## config.mk

```make
export PLATFORM = sky130hd
export DESIGN_NAME = mac_dot_seq
export DESIGN_NICKNAME = d
export VERILOG_FILES = /design/src/rtl/mac_dot_seq.sv
export SDC_FILE = /design/constraint.sdc
export NUM_CORES = 1
export LEC_CHECK = 0
export ABC_AREA = 1
export CORE_UTILIZATION = 28
export DETAILED_ROUTE_END_ITERATION = 8
export MAX_ROUTING_LAYER = met4
export PLACE_DENSITY = 0.68
export SLEW_MARGIN = 0
export SYNTH_ARGS = -nofsm -noshare
export SYNTH_HDL_FRONTEND = slang
export SYNTH_SLANG_ARGS = --single-unit
```

## constraint.sdc

```tcl
create_clock -name clock -period 2.9 [get_ports clock]
set_clock_uncertainty 0.2 [all_clocks]
set_input_delay 0.58 -clock clock [delete_from_list [all_inputs] [get_ports clock]]
set_output_delay 0.58 -clock clock [all_outputs]
set_load 0.01 [all_outputs]
```

## src/rtl/mac_dot_seq.sv

```systemverilog
// Operand sequencer / accumulator controller feeding one mac1 cell; returns one dot product per vector.
// Optional MAC_DOT_SEQ_OVF_EN adds a sticky per-vector wrap flag on out_ovf.
module mac_dot_seq #(
    parameter int LEN_W = 8
) (
    input  logic             clock,
    input  logic             reset,
    input  logic [LEN_W-1:0] cfg_len,
    input  logic             in_valid,
    output logic             in_ready,
    input  logic [7:0]       in_a,
    input  logic [7:0]       in_w,
    output logic [7:0]       mac_a,
    output logic [7:0]       mac_w,
    output logic [23:0]      mac_carry_in,
    input  logic [23:0]      mac_temp,
    output logic             out_valid,
    input  logic             out_ready,
    output logic [23:0]      out_sum,
`ifdef MAC_DOT_SEQ_OVF_EN
    output logic             out_ovf,
`endif
    output logic             busy
);

    typedef enum logic [1:0] {IDLE, ACC, CAPT, DONE} state_t;

    state_t           state, state_nxt;
    logic [LEN_W-1:0] count;
    logic [LEN_W-1:0] len_q;
    logic             take;

    assign take = in_valid & in_ready;

    always_ff @(posedge clock or negedge reset) begin
        if (!reset) state <= IDLE;
        else        state <= state_nxt;
    end

    always_comb begin
        state_nxt = state;
        case (state)
            IDLE: if (take) state_nxt = (cfg_len == '0) ? CAPT : ACC;
            ACC:  if (take && count == len_q) state_nxt = CAPT;
            CAPT: state_nxt = DONE;
            DONE: if (out_ready) state_nxt = IDLE;
            default: state_nxt = IDLE;
        endcase
    end

    // Term 0 always forces carry_in=0 so a stale MAC sum never leaks into a new vector.
    always_comb begin
        in_ready     = 1'b0;
        mac_a        = 8'd0;
        mac_w        = 8'd0;
        mac_carry_in = 24'd0;
        busy         = (state != IDLE);
        case (state)
            IDLE: begin
                in_ready = 1'b1;
                if (in_valid) begin
                    mac_a = in_a;
                    mac_w = in_w;
                end
            end
            ACC: begin
                in_ready     = 1'b1;
                mac_carry_in = mac_temp;
                if (in_valid) begin
                    mac_a = in_a;
                    mac_w = in_w;
                end
            end
            CAPT: mac_carry_in = mac_temp;
`ifdef MAC_DOT_SEQ_OVF_EN
            DONE: mac_carry_in = mac_temp;
`endif
            default: ;
        endcase
    end

    always_ff @(posedge clock or negedge reset) begin
        if (!reset) begin
            count     <= '0;
            len_q     <= '0;
            out_sum   <= 24'd0;
            out_valid <= 1'b0;
        end else begin
            if (take && state == IDLE) begin
                len_q <= cfg_len;
                count <= {{(LEN_W-1){1'b0}}, 1'b1};
            end else if (take && state == ACC) begin
                count <= count + 1'b1;
            end
            if (state == CAPT) begin
                out_sum   <= mac_temp;
                out_valid <= 1'b1;
            end else if (state == DONE && out_ready) begin
                out_valid <= 1'b0;
            end
        end
    end

`ifdef MAC_DOT_SEQ_OVF_EN
    // A sum smaller than the carry it was built on means the 24-bit accumulator wrapped.
    logic [23:0] prev_carry;
    logic        chk_q;
    logic        ovf_sticky;
    logic        wrap;

    assign wrap = chk_q && (mac_temp < prev_carry);

    always_ff @(posedge clock or negedge reset) begin
        if (!reset) begin
            prev_carry <= 24'd0;
            chk_q      <= 1'b0;
            ovf_sticky <= 1'b0;
            out_ovf    <= 1'b0;
        end else begin
            chk_q <= take;
            if (take) prev_carry <= mac_carry_in;
            if (take && state == IDLE) ovf_sticky <= 1'b0;
            else                       ovf_sticky <= ovf_sticky | wrap;
            if (state == CAPT) out_ovf <= ovf_sticky | wrap;
        end
    end
`endif

endmodule

```

# Word-level counts from Yosys, hierarchy flattened
# Cells that the tools add are included.
totals:
  reg_bits: 43
  input_bits: 52
  out_inout_bits: 67
  wordCells: 41
op_classes:
  add_sub_neg: 1
  eq_ne: 7
  mux: 15
  bitwise: 1
  n_reduce_logical: 12
op_table:
  columns: ["op", "n"]
  rows:
  - ["8-bit two-way mux", 6]
  - ["24-bit two-way mux", 1]
  - ["8-bit by 1-bit adder with 8-bit output (second input constant)", 1]
  - ["8-bit == test", 1]
  - ["8-bit zero test", 1]
  - ["2-bit two-way mux", 4]
  - ["2-bit case mux with 4 select lines", 1]
  - ["2-bit inequality test (second input constant)", 3]
  - ["2-bit nonzero test", 3]
  - ["2-bit == test (second input constant)", 2]
  - ["1-bit logical AND", 4]
  - ["2-bit OR reduction", 2]
  - ["1-bit two-way mux", 3]
  - ["3-bit AND reduction", 1]
  - ["2-bit by 1-bit == test with 1-bit output (second input constant)", 1]
  - ["2-bit zero test", 1]
  - ["1-bit AND", 1]

# Depth between registers and ports, before layout
logic_depth:
  word_depth: 7
  depth_mapped: 10
  mapped_depth_nobuf: 10

# Worst setup path after synthesis
# Ideal clock, no wire load.
synth_path:
  kind: "reg2out"
  start: "register state[0]"
  end: "output port mac_carry_in[10]"
  arrival_ns: 1.328
  t_required_ns: 2.120
  path_slack_ns: 0.792
  path_stages_with_launch: 7
  path_buffers: 2
  path_cell_list: "dfrtp_1 -> inv_1 -> ha_1 -> clkbuf_1 -> clkbuf_1 -> nand2_1 -> inv_1"
synth_via:
  elab_chain_len: 3
  word_cells_on_any_way: 4
  cone_classes: "2 x eq/ne; 1 x mux; 1 x reduce/logical"
synth_lines:
  columns: ["element", "line_no", "rtl"]
  rows:
  - ["start: declaration", "28", "state_t state, state_nxt;"]
  - ["start signal: assignment", "37", "else state <= state_nxt;"]
  - ["2-bit by 1-bit == test with 1-bit output or 2-bit == test (tied branches)", "58", "case (state)"]
  - ["2-bit OR reduction (no source line) (*)", null, null]
  - ["24-bit two-way mux (*)", "58", null]
  - ["end: declaration", "15", "output logic [23:0] mac_carry_in,"]
# Mark *: on every way between the ends. The rest lies on a longest branch, timed or not.

# Final worst setup path
layout_path:
  start: "input port in_valid"
  end: "output port mac_w[0]"
layout_via:
  elab_chain_len: 2
layout_lines:
  columns: ["element", "line_no", "rtl"]
  rows:
  - ["start: declaration", "9", "input logic in_valid,"]
  - ["8-bit two-way mux", "61, 69", null]
  - ["8-bit two-way mux", null, null]
  - ["end: declaration", "14", "output logic [7:0] mac_w,"]
# No other way between the ends.

==> metrics.txt <==
H-tree depth 2; register-to-register setup slack 830 ps; Diodes inserted 0; syn avg cell area 7.232 µm²; worst rel slew slack between 60% and 70%; die width 93.34 µm; critical-path cell list clkdlybuf4s50_1, buf_12, nand2_1, nor2_1, clkdlybuf4s50_1; Syn Inst Count between 300 and 400; Fillers 771; Hold WS approximately 54 ps; Period Utilization, post-route 94.33%; Pleak 1.897 nW; crit path DAT 1960 ps; setup violators final 0; post-synth top area share 46.06%; largest net degree at the start of global routing 26; #FFs+latches synth 43; initial antenna violation count 0; setup TNS 0 ps; drt drc 0; asr flop ratio synth 100.0%; Fmax achieved 365.5 MHz; Synth Net Count 380; CP Launch Type input port; Primary FF master, synth dfrtp_1; number of global-route vias before repair between 2,000 and 2,500; clock latency at the later pin of the worst-skew pair 300 ps; slowest stage cell on the critical path clkdlybuf4s50_1; status finished, final reports clean; R2R Path Start state[1]; unrepaired setup endpoints after global routing false; cell family with most CP delay buffers and inverters; CP Class in2out; total gr overflow 0; number of synthesis warnings 0; Core Footprint between 0.007 and 0.008 mm²; synth-to-layout area growth 60.90%; Worst-path clk slew 90 ps; via count 2,286; Distinct cells, synth 27; Slew Limit Fails 0; WL final roughly 6.3 mm; CP Capture Type output port; CP most frequent cell clkdlybuf4s50_1; all-layer global routing usage 15.63%; number of synthesized flops with an enable pin 0; Worst Path Max Fanout 18; CTS root buffer clkbuf_8; Synth area leaders dfrtp_1, nand2_1, inv_1, nor2_1, ha_1; Routed WL per cell 11.60 µm; CP max stage delay around 550 ps; Mapped Area 0.002336 mm²; largest area contributor in the synthesized netlist dfrtp_1; Worst-Margin Slew about 540 ps; Ports approximately 120; Hold Crit Class in2async; worst-case reg-to-reg path depth 10; Avg Vias per Cell 4.187; die area roughly 0.0087 mm²; GPL Wtd Cong about 0.83; register area share after synthesis 46.06%; Port Buffers 118; first-pass GRT wire length roughly 10 mm; max-cap check violation count 0; Longest Clk Path Bufs 2; final net count ~500; Initial Util 29.62%; CTS Buf Count 5; initial DRC count 109; Sink Count 43; top-count cell post-synth nand2_1; Worst EP required 2120 ps; Pwr Density roughly 950 mW/mm²; CTS tree built; RR Endpoint count[5]; synth cell count leaders nand2_1, dfrtp_1, inv_1, nor2_1, clkbuf_1; share of post-route cells with drive strength above 1 around 7%; die height 93.34 µm; Routed Antenna Nets 0; Buf+Inv Stages, Crit Path 3; post-layout min period 2736 ps; Total Power 3.580 mW; DRT Pass-1 Iters 4; VDD IR max between 0.3 and 0.4 mV; row count 32; detailed-placement wirelength estimate a little under 5 mm; final hold violations 0
-- power breakdown --
part / switching (mW) / internal, mW
logic: 1.04 / 1.11
clock network: 0.209 / 0.192
registers: 0.171 / 0.863
-- sequential cells by signal, indices dropped and copies added, names as in the netlist --
name,cells
count,8
out_sum,24
out_valid,1
state,2
len_q,8
-- kinds of logic after synthesis --
| group | after synthesis | synth area share, % |
|---|---|---|
| simple gates | 192 | 34.01 |
| fa+ha+maj | 5 | 2.678 |
| compound gates | 20 | 4.927 |
| xor+xnor | 6 | 2.250 |
| flops | 43 | 46.06 |
| buf+inv | 57 | 10.07 |
-- layer usage --
metal	global-route usage [%]	share of wire, %	wire, µm	vias to the layer above
met3	4.634	6.4	406	11
met5	-	0	0	-
met1	17.64	42	2670	1008
li1	-	-	-	1195
met2	26.84	50	3168	72
met4	4.487	1.4	87	0
-- metrics by stage --
stage	area, µm²	setup WS [ps]	cells	utilization [%]
floorplan	2336	792.2	323	-
global placement	3636	180.8	537	46.10
detailed placement	3636	163.6	537	46.10
CTS	3755	127.3	546	47.60
global route	3759	23.66	546	47.65
finish	3759	164.3	546	47.65
-- final cells by class --
type	count	area, µm²	share of cell area, %
Inverter	45	173.9	4.627
Clock inverter	1	8.758	0.2330
Timing Repair Buffer	126	1265	33.66
Clock buffer	6	82.58	2.197
Sequential cell	43	1076	28.63
Multi-Input combinational cell	223	1025	27.26
Tap cell	102	127.6	3.395
-- what timing repair did --
item / in CTS / in global routing
resized for setup: 0 / 1
pin swaps: 1 / 0
endpoints found under the setup margin: 1 / 2
hold buffers: 0 / 0
setup buffers: 2 / 0
-- cells in the final DEF (no fill, tap or decap), types with 3 or more instances in the layout --
| cell type | n |
|---|---|
| inv_1 | 40 |
| o21ai_0 | 5 |
| o21ai_1 | 7 |
| a21oi_1 | 5 |
| clkdlybuf4s50_1 | 117 |
| buf_4 | 5 |
| ha_1 | 5 |
| nor2_4 | 3 |
| clkbuf_8 | 6 |
| nor2_1 | 25 |
| dfrtp_1 | 43 |
| xnor2_1 | 5 |
| nand3_1 | 6 |
| nand2_1 | 150 |
-- how the worst max path moves through the flow --
stage	cells past startpoint	to	start	slack, ps
2_1_floorplan	6	mac_carry_in[10]	state[0]	790
3_3_place_gp	5	mac_a[1]	in_valid	180
3_5_place_dp	5	mac_w[7]	in_valid	160
4_1_cts	6	mac_carry_in[23]	state[1]	130
5_1_grt	6	mac_a[7]	state[1]	20
6_report	5	mac_w[0]	in_valid	160
Note: power is estimated with default switching activity, not from simulation.
